[src/rtl/wr_burst_accum_pkg.sv]
`default_nettype none
// ============================================================================
// Module   : wr_burst_accum_pkg
// Brief    : Shared types and sizing helpers for the write-burst accumulator.
// Revision : 1.0 - initial release
// ============================================================================
package wr_burst_accum_pkg;

    localparam int unsigned c_BEAT_LEN_W = 9;

    typedef logic [c_BEAT_LEN_W-1:0] beat_len_t;

    // Enough headroom for every queued AW carrying a full 256-beat burst.
    function automatic int unsigned rem_cnt_width(input int unsigned max_txns);
        return c_BEAT_LEN_W + $clog2(max_txns + 1);
    endfunction

    function automatic int unsigned accu_cnt_width(input int unsigned max_txns,
                                                   input int unsigned presc_div);
        return rem_cnt_width(max_txns) - $clog2(presc_div);
    endfunction

endpackage
`default_nettype wire

[src/rtl/wr_len_fifo.sv]
`default_nettype none
// ============================================================================
// Module   : wr_len_fifo
// Brief    : Bypass-free FIFO of per-AW beat counts with synchronous flush.
// Revision : 1.0 - initial release
// ============================================================================
module wr_len_fifo
    import wr_burst_accum_pkg::*;
#(
    parameter int unsigned Depth = 4
) (
    input  logic      clk_i,
    input  logic      rst_ni,
    input  logic      i_flush,
    input  logic      i_push,
    input  beat_len_t i_data,
    input  logic      i_pop,
    output beat_len_t o_data,
    output logic      o_full,
    output logic      o_empty
);

    localparam int unsigned c_PTR_W = (Depth > 1) ? $clog2(Depth) : 1;
    localparam int unsigned c_CNT_W = $clog2(Depth + 1);
    localparam logic [c_PTR_W-1:0] c_LAST_PTR = c_PTR_W'(Depth - 1);
    localparam logic [c_CNT_W-1:0] c_DEPTH    = c_CNT_W'(Depth);

    logic [c_PTR_W-1:0] r_wr_ptr;
    logic [c_PTR_W-1:0] r_rd_ptr;
    logic [c_CNT_W-1:0] r_count;
    beat_len_t          r_mem [Depth];
    logic               w_push;
    logic               w_pop;

    assign o_full  = (r_count == c_DEPTH);
    assign o_empty = (r_count == '0);
    assign o_data  = r_mem[r_rd_ptr];
    assign w_push  = i_push & ~o_full;
    assign w_pop   = i_pop & ~o_empty;

    always_ff @(posedge clk_i or negedge rst_ni) begin
        if (!rst_ni) begin
            r_wr_ptr <= '0;
            r_rd_ptr <= '0;
            r_count  <= '0;
        end else if (i_flush) begin
            r_wr_ptr <= '0;
            r_rd_ptr <= '0;
            r_count  <= '0;
        end else begin
            if (w_push) r_wr_ptr <= (r_wr_ptr == c_LAST_PTR) ? '0 : r_wr_ptr + 1'b1;
            if (w_pop)  r_rd_ptr <= (r_rd_ptr == c_LAST_PTR) ? '0 : r_rd_ptr + 1'b1;
            if (w_push && !w_pop)      r_count <= r_count + 1'b1;
            else if (!w_push && w_pop) r_count <= r_count - 1'b1;
        end
    end

    // Storage needs no reset: occupancy gates every read.
    always_ff @(posedge clk_i) begin
        if (w_push) r_mem[r_wr_ptr] <= i_data;
    end

endmodule
`default_nettype wire

[src/rtl/wr_burst_accum.sv]
`default_nettype none
// ============================================================================
// Module   : wr_burst_accum
// Brief    : Tracks outstanding AXI W beats over queued AWs, prescaled output.
//            Define WR_BURST_ACCUM_ERR_EN to add sticky protocol error flags.
// Revision : 1.0 - initial release
// ============================================================================
module wr_burst_accum
    import wr_burst_accum_pkg::*;
#(
    parameter int unsigned MaxWrTxns    = 4,
    parameter int unsigned PrescalerDiv = 1,
    parameter type         accu_cnt_t   = logic
) (
    input  logic       clk_i,
    input  logic       rst_ni,
    input  logic       flush_i,
    input  logic       aw_hs_i,
    input  logic [7:0] aw_len_i,
    input  logic       w_hs_i,
    input  logic       w_last_i,
    output accu_cnt_t  accum_burst_length_o,
    output logic       full_o,
    output logic       empty_o
`ifdef WR_BURST_ACCUM_ERR_EN
    ,
    output logic       err_early_last_o,
    output logic       err_missing_last_o,
    output logic       err_orphan_w_o,
    output logic       err_aw_overflow_o
`endif
);

    localparam int unsigned c_REM_W    = rem_cnt_width(MaxWrTxns);
    localparam int unsigned c_PRESC_SH = $clog2(PrescalerDiv);

    typedef logic [c_REM_W-1:0] rem_cnt_t;

    beat_len_t w_aw_len;
    beat_len_t w_fifo_head;
    beat_len_t w_head_len;
    beat_len_t w_beat_nxt;
    beat_len_t r_beat_cnt;
    rem_cnt_t  r_remaining;
    rem_cnt_t  w_rem_add;
    rem_cnt_t  w_rem_sub;
    logic      w_fifo_full;
    logic      w_fifo_empty;
    logic      w_aw_ok;
    logic      w_head_vld;
    logic      w_w_act;
    logic      w_exhausted;
    logic      w_done;
    logic      w_push;
    logic      w_pop;

    wr_len_fifo #(
        .Depth (MaxWrTxns)
    ) u_len_fifo (
        .clk_i   (clk_i),
        .rst_ni  (rst_ni),
        .i_flush (flush_i),
        .i_push  (w_push),
        .i_data  (w_aw_len),
        .i_pop   (w_pop),
        .o_data  (w_fifo_head),
        .o_full  (w_fifo_full),
        .o_empty (w_fifo_empty)
    );

    // With an empty queue the incoming AW acts as the head for this cycle's W.
    always_comb begin
        w_aw_len    = {1'b0, aw_len_i} + 9'd1;
        w_aw_ok     = aw_hs_i & ~w_fifo_full;
        w_head_vld  = ~w_fifo_empty | w_aw_ok;
        w_head_len  = w_fifo_empty ? w_aw_len : w_fifo_head;
        w_w_act     = w_hs_i & w_head_vld;
        w_beat_nxt  = r_beat_cnt + 9'd1;
        w_exhausted = (w_beat_nxt == w_head_len);
        w_done      = w_w_act & (w_last_i | w_exhausted);
        w_push      = w_aw_ok & ~(w_fifo_empty & w_done);
        w_pop       = w_done & ~w_fifo_empty;
        w_rem_add   = w_aw_ok ? rem_cnt_t'(w_aw_len) : '0;
        w_rem_sub   = '0;
        if (w_done)       w_rem_sub = rem_cnt_t'(w_head_len - r_beat_cnt);
        else if (w_w_act) w_rem_sub = rem_cnt_t'(1);
    end

    always_ff @(posedge clk_i or negedge rst_ni) begin
        if (!rst_ni) begin
            r_beat_cnt  <= '0;
            r_remaining <= '0;
        end else if (flush_i) begin
            r_beat_cnt  <= '0;
            r_remaining <= '0;
        end else begin
            if (w_done)       r_beat_cnt <= '0;
            else if (w_w_act) r_beat_cnt <= w_beat_nxt;
            r_remaining <= r_remaining + w_rem_add - w_rem_sub;
        end
    end

    assign accum_burst_length_o = accu_cnt_t'(r_remaining >> c_PRESC_SH);
    assign full_o               = w_fifo_full;
    assign empty_o              = w_fifo_empty;

`ifdef WR_BURST_ACCUM_ERR_EN
    logic r_err_early_last;
    logic r_err_missing_last;
    logic r_err_orphan_w;
    logic r_err_aw_overflow;

    always_ff @(posedge clk_i or negedge rst_ni) begin
        if (!rst_ni) begin
            r_err_early_last   <= 1'b0;
            r_err_missing_last <= 1'b0;
            r_err_orphan_w     <= 1'b0;
            r_err_aw_overflow  <= 1'b0;
        end else if (flush_i) begin
            r_err_early_last   <= 1'b0;
            r_err_missing_last <= 1'b0;
            r_err_orphan_w     <= 1'b0;
            r_err_aw_overflow  <= 1'b0;
        end else begin
            if (w_done & w_last_i & ~w_exhausted)    r_err_early_last   <= 1'b1;
            if (w_w_act & ~w_last_i & w_exhausted)   r_err_missing_last <= 1'b1;
            if (w_hs_i & ~w_head_vld)                r_err_orphan_w     <= 1'b1;
            if (aw_hs_i & w_fifo_full)               r_err_aw_overflow  <= 1'b1;
        end
    end

    assign err_early_last_o   = r_err_early_last;
    assign err_missing_last_o = r_err_missing_last;
    assign err_orphan_w_o     = r_err_orphan_w;
    assign err_aw_overflow_o  = r_err_aw_overflow;
`endif

endmodule
`default_nettype wire

[config.mk]
export PLATFORM = sky130hd
export DESIGN_NAME = wr_burst_accum
export DESIGN_NICKNAME = d
export VERILOG_FILES = /design/src/rtl/wr_burst_accum_pkg.sv /design/src/rtl/wr_len_fifo.sv /design/src/rtl/wr_burst_accum.sv
export SDC_FILE = /design/constraint.sdc
export NUM_CORES = 1
export LEC_CHECK = 0
export ABC_AREA = 1
export ABC_CLOCK_PERIOD_IN_PS = 6500
export CAP_MARGIN = 0
export CELL_PAD_IN_SITES_DETAIL_PLACEMENT = 1
export CELL_PAD_IN_SITES_GLOBAL_PLACEMENT = 2
export CORE_ASPECT_RATIO = 0.6
export CORE_MARGIN = 2
export CORE_UTILIZATION = 39
export DETAILED_ROUTE_END_ITERATION = 16
export PLACE_DENSITY = 0.86
export SLEW_MARGIN = 20
export SYNTH_ARGS = -nofsm -noshare
export SYNTH_HDL_FRONTEND = slang
export SYNTH_SLANG_ARGS = --single-unit
[constraint.sdc]
create_clock -name clk_i -period 6.5 [get_ports clk_i]
set_input_delay 1.95 -clock clk_i [delete_from_list [all_inputs] [get_ports clk_i]]
set_output_delay 1.95 -clock clk_i [all_outputs]
set_load 0.05 [all_outputs]
==> metrics, run 1 <==
post-CTS setup buffer count 0; Final Hold Viols 0; DRC Markers 0; Die ar. about 8500 µm²; Leakage 0.00146 µW; status finished, final reports clean; Post-Place Cell Area between 3000 and 4000 µm²; pin count of the biggest net entering global routing 22; starting density of the core 40.8%; CTS root buf clkbuf_16; P per Cell Area ~330 nW/µm²; setup TNS 0 ns; Synth Area in Compound Gates 5.68%; CTS clk-pin slew, worst paths 0.07 ns; chip width between 100 and 150 µm; crit path DAT 4.76 ns; fin crit period around 4.8 ns; global-route wire length before repair ~14 mm; critical path's largest stage delay 0.77 ns; nets@finish between 300 and 400; Non-Filler Instances roughly 480; total CTS buffers 5; Resize count post-CTS 0; H-tree depth 2; post-synthesis average cell area 8.33 µm²; DP Worst Slack between 1 and 1.5 ns; Crit path top cell by count nand2_1; unrepaired setup endpoints after global routing no; hpwl dp 6.40 mm; Avg Vias per Cell 5.15; syn nets 383; Post-Syn Instances ~360; GRT overflow 0; First-pass DRT Iterations 4; proportion of synthesized area in mux cells 0%; # port buffers 16; final worst path period share roughly 74%; ANT cells 0; Simple-Gate Fraction of Synth Area 32.7%; post-route cell area about 3400 µm²; flops & latches, synth 53; crit path launch type input pin; I/O pins 17; overall routing resource usage 21.5%; # clock sinks 53; Synth Cell Area 3020 µm²; Placeable Area roughly 7400 µm²; antenna violations before repair 0; layout cells sized above 1 under 10%; fmax 0.207 GHz; via count between 2000 and 2500; Final setup viols 0; main combinational cell family by area after synthesis simple AND/OR/NAND/NOR gates; final WL around 8.4 mm; cts hold-fix bufs 0; crit-path max FO 9; DRT antenna net count 0; number of global-route vias before repair 2513; Clock Tree Buf Depth 2; wire length per cell 17.4 µm; CTS tree done; Starting DRT DRC Count 206; Worst Setup Slack, final between 1.5 and 2 ns; HP Class reg -> reg; Critical Path, Cell by Cell clkdlybuf4s50_1, ha_1, nand3_1, o21bai_1, nand3_1, nand2_1, nand2_1, nand2_1, inv_1, nand2_1, nor2_1, nand2_1, nand2_2, nand2_4, o21ai_4, nor2_1; area share of fa/ha/maj cells after synthesis 3.15%; worst-skew pair later-pin latency 0.30 ns; RD Place Congestion between 0.8 and 0.9; Die H just over 70 µm; CP endpoint kind flip-flop; CP Class in -> reg; Slew HR 33.4%; synth warn 0; clock skew 0.00627 ns; CP max stage cell nor2_1; register area share after synthesis approximately 50%; count of cell types in the netlist 31; actual slew at the worst max-slew pin 0.996 ns; maxcap violations 0; Rows 24; xor-xnor portion of the synthesized cell area 1.16%; Max IR drop VDD approximately 0.20 mV; CP required between 6 and 7 ns; Slew Viols, Final 0; placed cell count 473; area delta synth->final 12.2%
report_power, final:
group,total (µW),switching (µW),internal (µW)
logic,411,287,123
clock network,274,132,142
registers,439,29.8,409
cell families (layout without fill, tap and decap cells):
group	count (synthesis)	count (layout)
AOI/OAI and AO/OA	26	26
xor gates and xnor gates	4	4
adders and majority gates	7	7
buffers and inverters	51	66
DFF	53	53
and+or+nand+nor	221	221
cells in the final DEF (no fill, tap or decap), drive strengths merged:
cell	n
nand2	126
clkdlybuf4s50	16
nand4	5
o21ai	12
or2	1
dfrtp	17
nor2	25
xor2	4
inv	42
o21bai	1
o31ai	3
nand3b	2
clkinv	3
edfxtp	36
o32ai	5
nand3	60
a31oi	1
fa	1
clkbuf	5
ha	6
and2	2
a21oi	4
metrics by stage:
step	utilization, %	total power [µW]	hold slack (ns)
3_3_place_gp	43.9	852	0.544
3_5_place_dp	43.9	859	0.545
5_1_grt	45.8	1200	0.586
2_1_floorplan	-	746	0.513
4_1_cts	45.8	1130	0.563
6_report	45.8	1120	0.555
layer usage:
metal	vias to the layer above	global-route usage, %	share of wire, %
met1	1213	32.4	54
met3	8	3.85	3.8
li1	1219	-	-
met5	-	0	0
met4	0	5.89	1.0
met2	35	31.8	41
final cells by class:
class,instances,area [µm²]
clock buffers,5,125
clock inverters,3,17.5
fillers,921,4000
inverters,42,158
multi-input cells,258,1290
flip-flops and latches,53,1510
well taps,104,130
repair buffers,16,160
flip-flops by register name (all words and copies together) (netlist names):
| name | cells |
|---|---|
| u_len_fifo.r_mem | 36 |
| r_beat_cnt | 9 |
| r_remaining | 1 |
| u_len_fifo.r_count | 3 |
| u_len_fifo.r_wr_ptr | 2 |
| u_len_fifo.r_rd_ptr | 2 |
worst paths after layout:
path	start	to	slack, ns	depth (start not counted)
max reg2reg	u_len_fifo.r_rd_ptr[0]$_DFFE_PN0P_	u_len_fifo.r_mem[2][4]$_DFFE_PP_	2.99	16
max in group asynchronous	rst_ni	u_len_fifo.r_wr_ptr[1]$_DFFE_PN0P_	3.81	1
min in group asynchronous	rst_ni	r_beat_cnt[1]$_DFFE_PN0P_	2.14	1
max	aw_len_i[0]	u_len_fifo.r_mem[2][4]$_DFFE_PP_	1.66	16
min	u_len_fifo.r_count[1]$_DFFE_PN0P_	u_len_fifo.r_count[1]$_DFFE_PN0P_	0.55	2
min reg2reg	u_len_fifo.r_count[1]$_DFFE_PN0P_	u_len_fifo.r_count[1]$_DFFE_PN0P_	0.55	2
critical path: cells and delay by family:
kind            cells  cell delay, ns
compound gates      2            0.29
fa+ha+maj           1            0.24
buf+inv             2            0.62
simple gates       11            1.68
synth_stat cells (all sizes together):
master  instances  area share (%)
a21oi           4            0.66
a31oi           1            0.21
and2            2            0.41
buf             7             1.9
clkbuf          2            0.25
dfrtp          17              14
edfxtp         36              36
fa              1            0.66
ha              6             2.5
inv            42             5.2
nand2         126              17
nand3          60              10
nand3b          2            0.50
nand4           5             1.0
nor2           25             3.5
o21ai          12             2.4
o21bai          1            0.25
o31ai           3            0.75
o32ai           5             1.5
or2             1            0.21
xor2            4             1.2
Note: power is estimated with default switching activity, not from simulation.
==> inputs of run 2 (changes only) <==
- ABC_CLOCK_PERIOD_IN_PS: 6500 -> 4000
- CORE_UTILIZATION: 39 -> 33
- PLACE_DENSITY: 0.86 -> 0.78
- clock period: 6.5 -> 4 ns (I/O delays scaled with it)
==> metrics, run 2 (synthesis gave the netlist of run 1 again) <==
DRT antenna net count 0; final worst path period share 93.4%; Rows 26; post-route cell area 3540 µm²; commonest non-fill, non-tap cells in the layout nand2_1, nand3_1, inv_1; pin count of the biggest net entering global routing 19; clock skew around 0.0057 ns; final WL 8.49 mm; Avg Vias per Cell 4.93; P per Cell Area 528 nW/µm²; Max IR drop VDD roughly 0.26 mV; HP Class reg -> reg; worst-skew pair later-pin latency roughly 0.30 ns; Starting DRT DRC Count 159; Die H 78.0 µm; CTS clk-pin slew, worst paths 0.07 ns; flop2flop setup slack 1.05 ns; setup TNS 0 ns; area delta synth->final 17.4%; most common cell after layout, fill and taps aside nand2_1; CTS tree done; Final Hold Viols 0; cts hold-fix bufs 0; CP Class in -> reg; fill count 1056; max reg flops 36; RD Place Congestion 0.800; delay-heaviest family, CP simple AND/OR/NAND/NOR gates; Crit path buffers/inverters 4; Leakage 0.00153 µW; Die ar. 9940 µm²; Post-Place Cell Area 3390 µm²; hpwl dp 6.64 mm; # clock sinks 53; ANT cells 0; Non-Filler Instances around 510; placed cell count between 400 and 500; crit path launch type input pin; CP max stage cell clkdlybuf4s50_1; fin crit period 3.74 ns; I/O pins 17; actual slew at the worst max-slew pin 0.860 ns; starting density of the core between 30% and 40%; Reg with most FFs u_len_fifo.r_mem; maxcap violations 0; chip width 127 µm; total CTS buffers 5; final worst hold slack 0.562 ns; unrepaired setup endpoints after global routing no; crit path DAT about 3.9 ns; layout cells sized above 1 11.6%; DRC Markers 0; H-tree depth 2; GRT overflow 0; Placeable Area around 8700 µm²; CTS root buf clkbuf_16; overall routing resource usage 18.4%; Clock Tree Buf Depth 2; wire length per cell about 17 µm; global-route wire length before repair ~14 mm; CP endpoint kind flip-flop; Slew HR 42.5%; Final setup viols 0; nets@finish 415; Tot Pwr 1870 µW; fmax 0.268 GHz; post-CTS setup buffer count 0; crit-path max FO 5; Crit path top cell by count nand2_1; Slew Viols, Final 0; critical path's largest stage delay about 0.55 ns; status finished, final reports clean; number of global-route vias before repair 2538; Top Registers u_len_fifo.r_mem x36, r_beat_cnt x9, u_len_fifo.r_count x3; Critical Path, Cell by Cell clkdlybuf4s50_1, ha_1, nand2_1, inv_1, nand3_1, nand2_1, nand2_1, nand2_1, nand2_1, inv_1, nand3_1, nor2_1, nand2_1, nand2_2, nand2_4, nand2_4, inv_1, fa_1, nand3b_1, nand2_1, o21ai_1; First-pass DRT Iterations 4; via count 2502; antenna violations before repair 0; # port buffers 16; CP required 4.18 ns
[run 2: routing by layer]
metal | track usage [%] | routed length [µm] | up-vias
met4 | 3.74 | 64 | 0
met2 | 26.1 | 3550 | 30
met1 | 29.1 | 4590 | 1206
met5 | 0 | 0 | -
met3 | 3.20 | 292 | 7
li1 | - | - | 1259
[run 2: power breakdown]
part / total [µW] / switching, µW / internal [µW]
sequential: 701 / 36.6 / 665
clock: 433 / 201 / 233
combinational: 734 / 501 / 233
total: 1870 / 738 / 1130
[run 2: repair_timing]
item,CTS,global route
resized for setup,0,4
endpoints found under the hold margin,0,0
endpoints found under the setup margin,0,36
[run 2: layout make-up]
class | instances | area (µm²) | share of cell area, %
Sequential cell | 53 | 1510 | 42.6
Clock buffer | 6 | 129 | 3.64
Timing Repair Buffer | 34 | 295 | 8.34
Multi-Input combinational cell | 258 | 1300 | 36.6
Tap cell | 112 | 140 | 3.96
Inverter | 42 | 158 | 4.45
Clock inverter | 2 | 15.0 | 0.424
[run 2: worst reg2reg max path, delay by kind of cell, from the launching register on]
family	cells	cell delay, ns
simple gates	14	1.87
flops	1	0.38
fa+ha+maj	1	0.37
buf+inv	2	0.17
compound gates	1	0.06
[run 2: through the flow]
step	worst slack, ns	utilization, %
CTS	0.0409	40.6
detailed placement	-0.263	39.0
floorplan	0.842	-
finish	0.263	40.8
global placement	-0.154	39.0
global route	0.0148	40.8
[run 2: final timing paths]
check                                                   from  cells past startpoint                                end
min reg2reg                u_len_fifo.r_count[1]$_DFFE_PN0P_                      2  u_len_fifo.r_count[1]$_DFFE_PN0P_
max reg2reg                u_len_fifo.r_count[0]$_DFFE_PN0P_                     18  u_len_fifo.r_count[2]$_DFFE_PN0P_
max                                              aw_len_i[0]                     21  u_len_fifo.r_count[2]$_DFFE_PN0P_
min in group asynchronous                             rst_ni                      1  u_len_fifo.r_count[2]$_DFFE_PN0P_
min                        u_len_fifo.r_count[1]$_DFFE_PN0P_                      2  u_len_fifo.r_count[1]$_DFFE_PN0P_
max in group asynchronous                             rst_ni                      1          r_beat_cnt[2]$_DFFE_PN0P_
==> inputs of run 3 (changes only) <==
- CTS_CLUSTER_DIAMETER: default -> 60
==> results of run 3 <==
The final DEF is identical to that of run 2; final timing and power are the same.
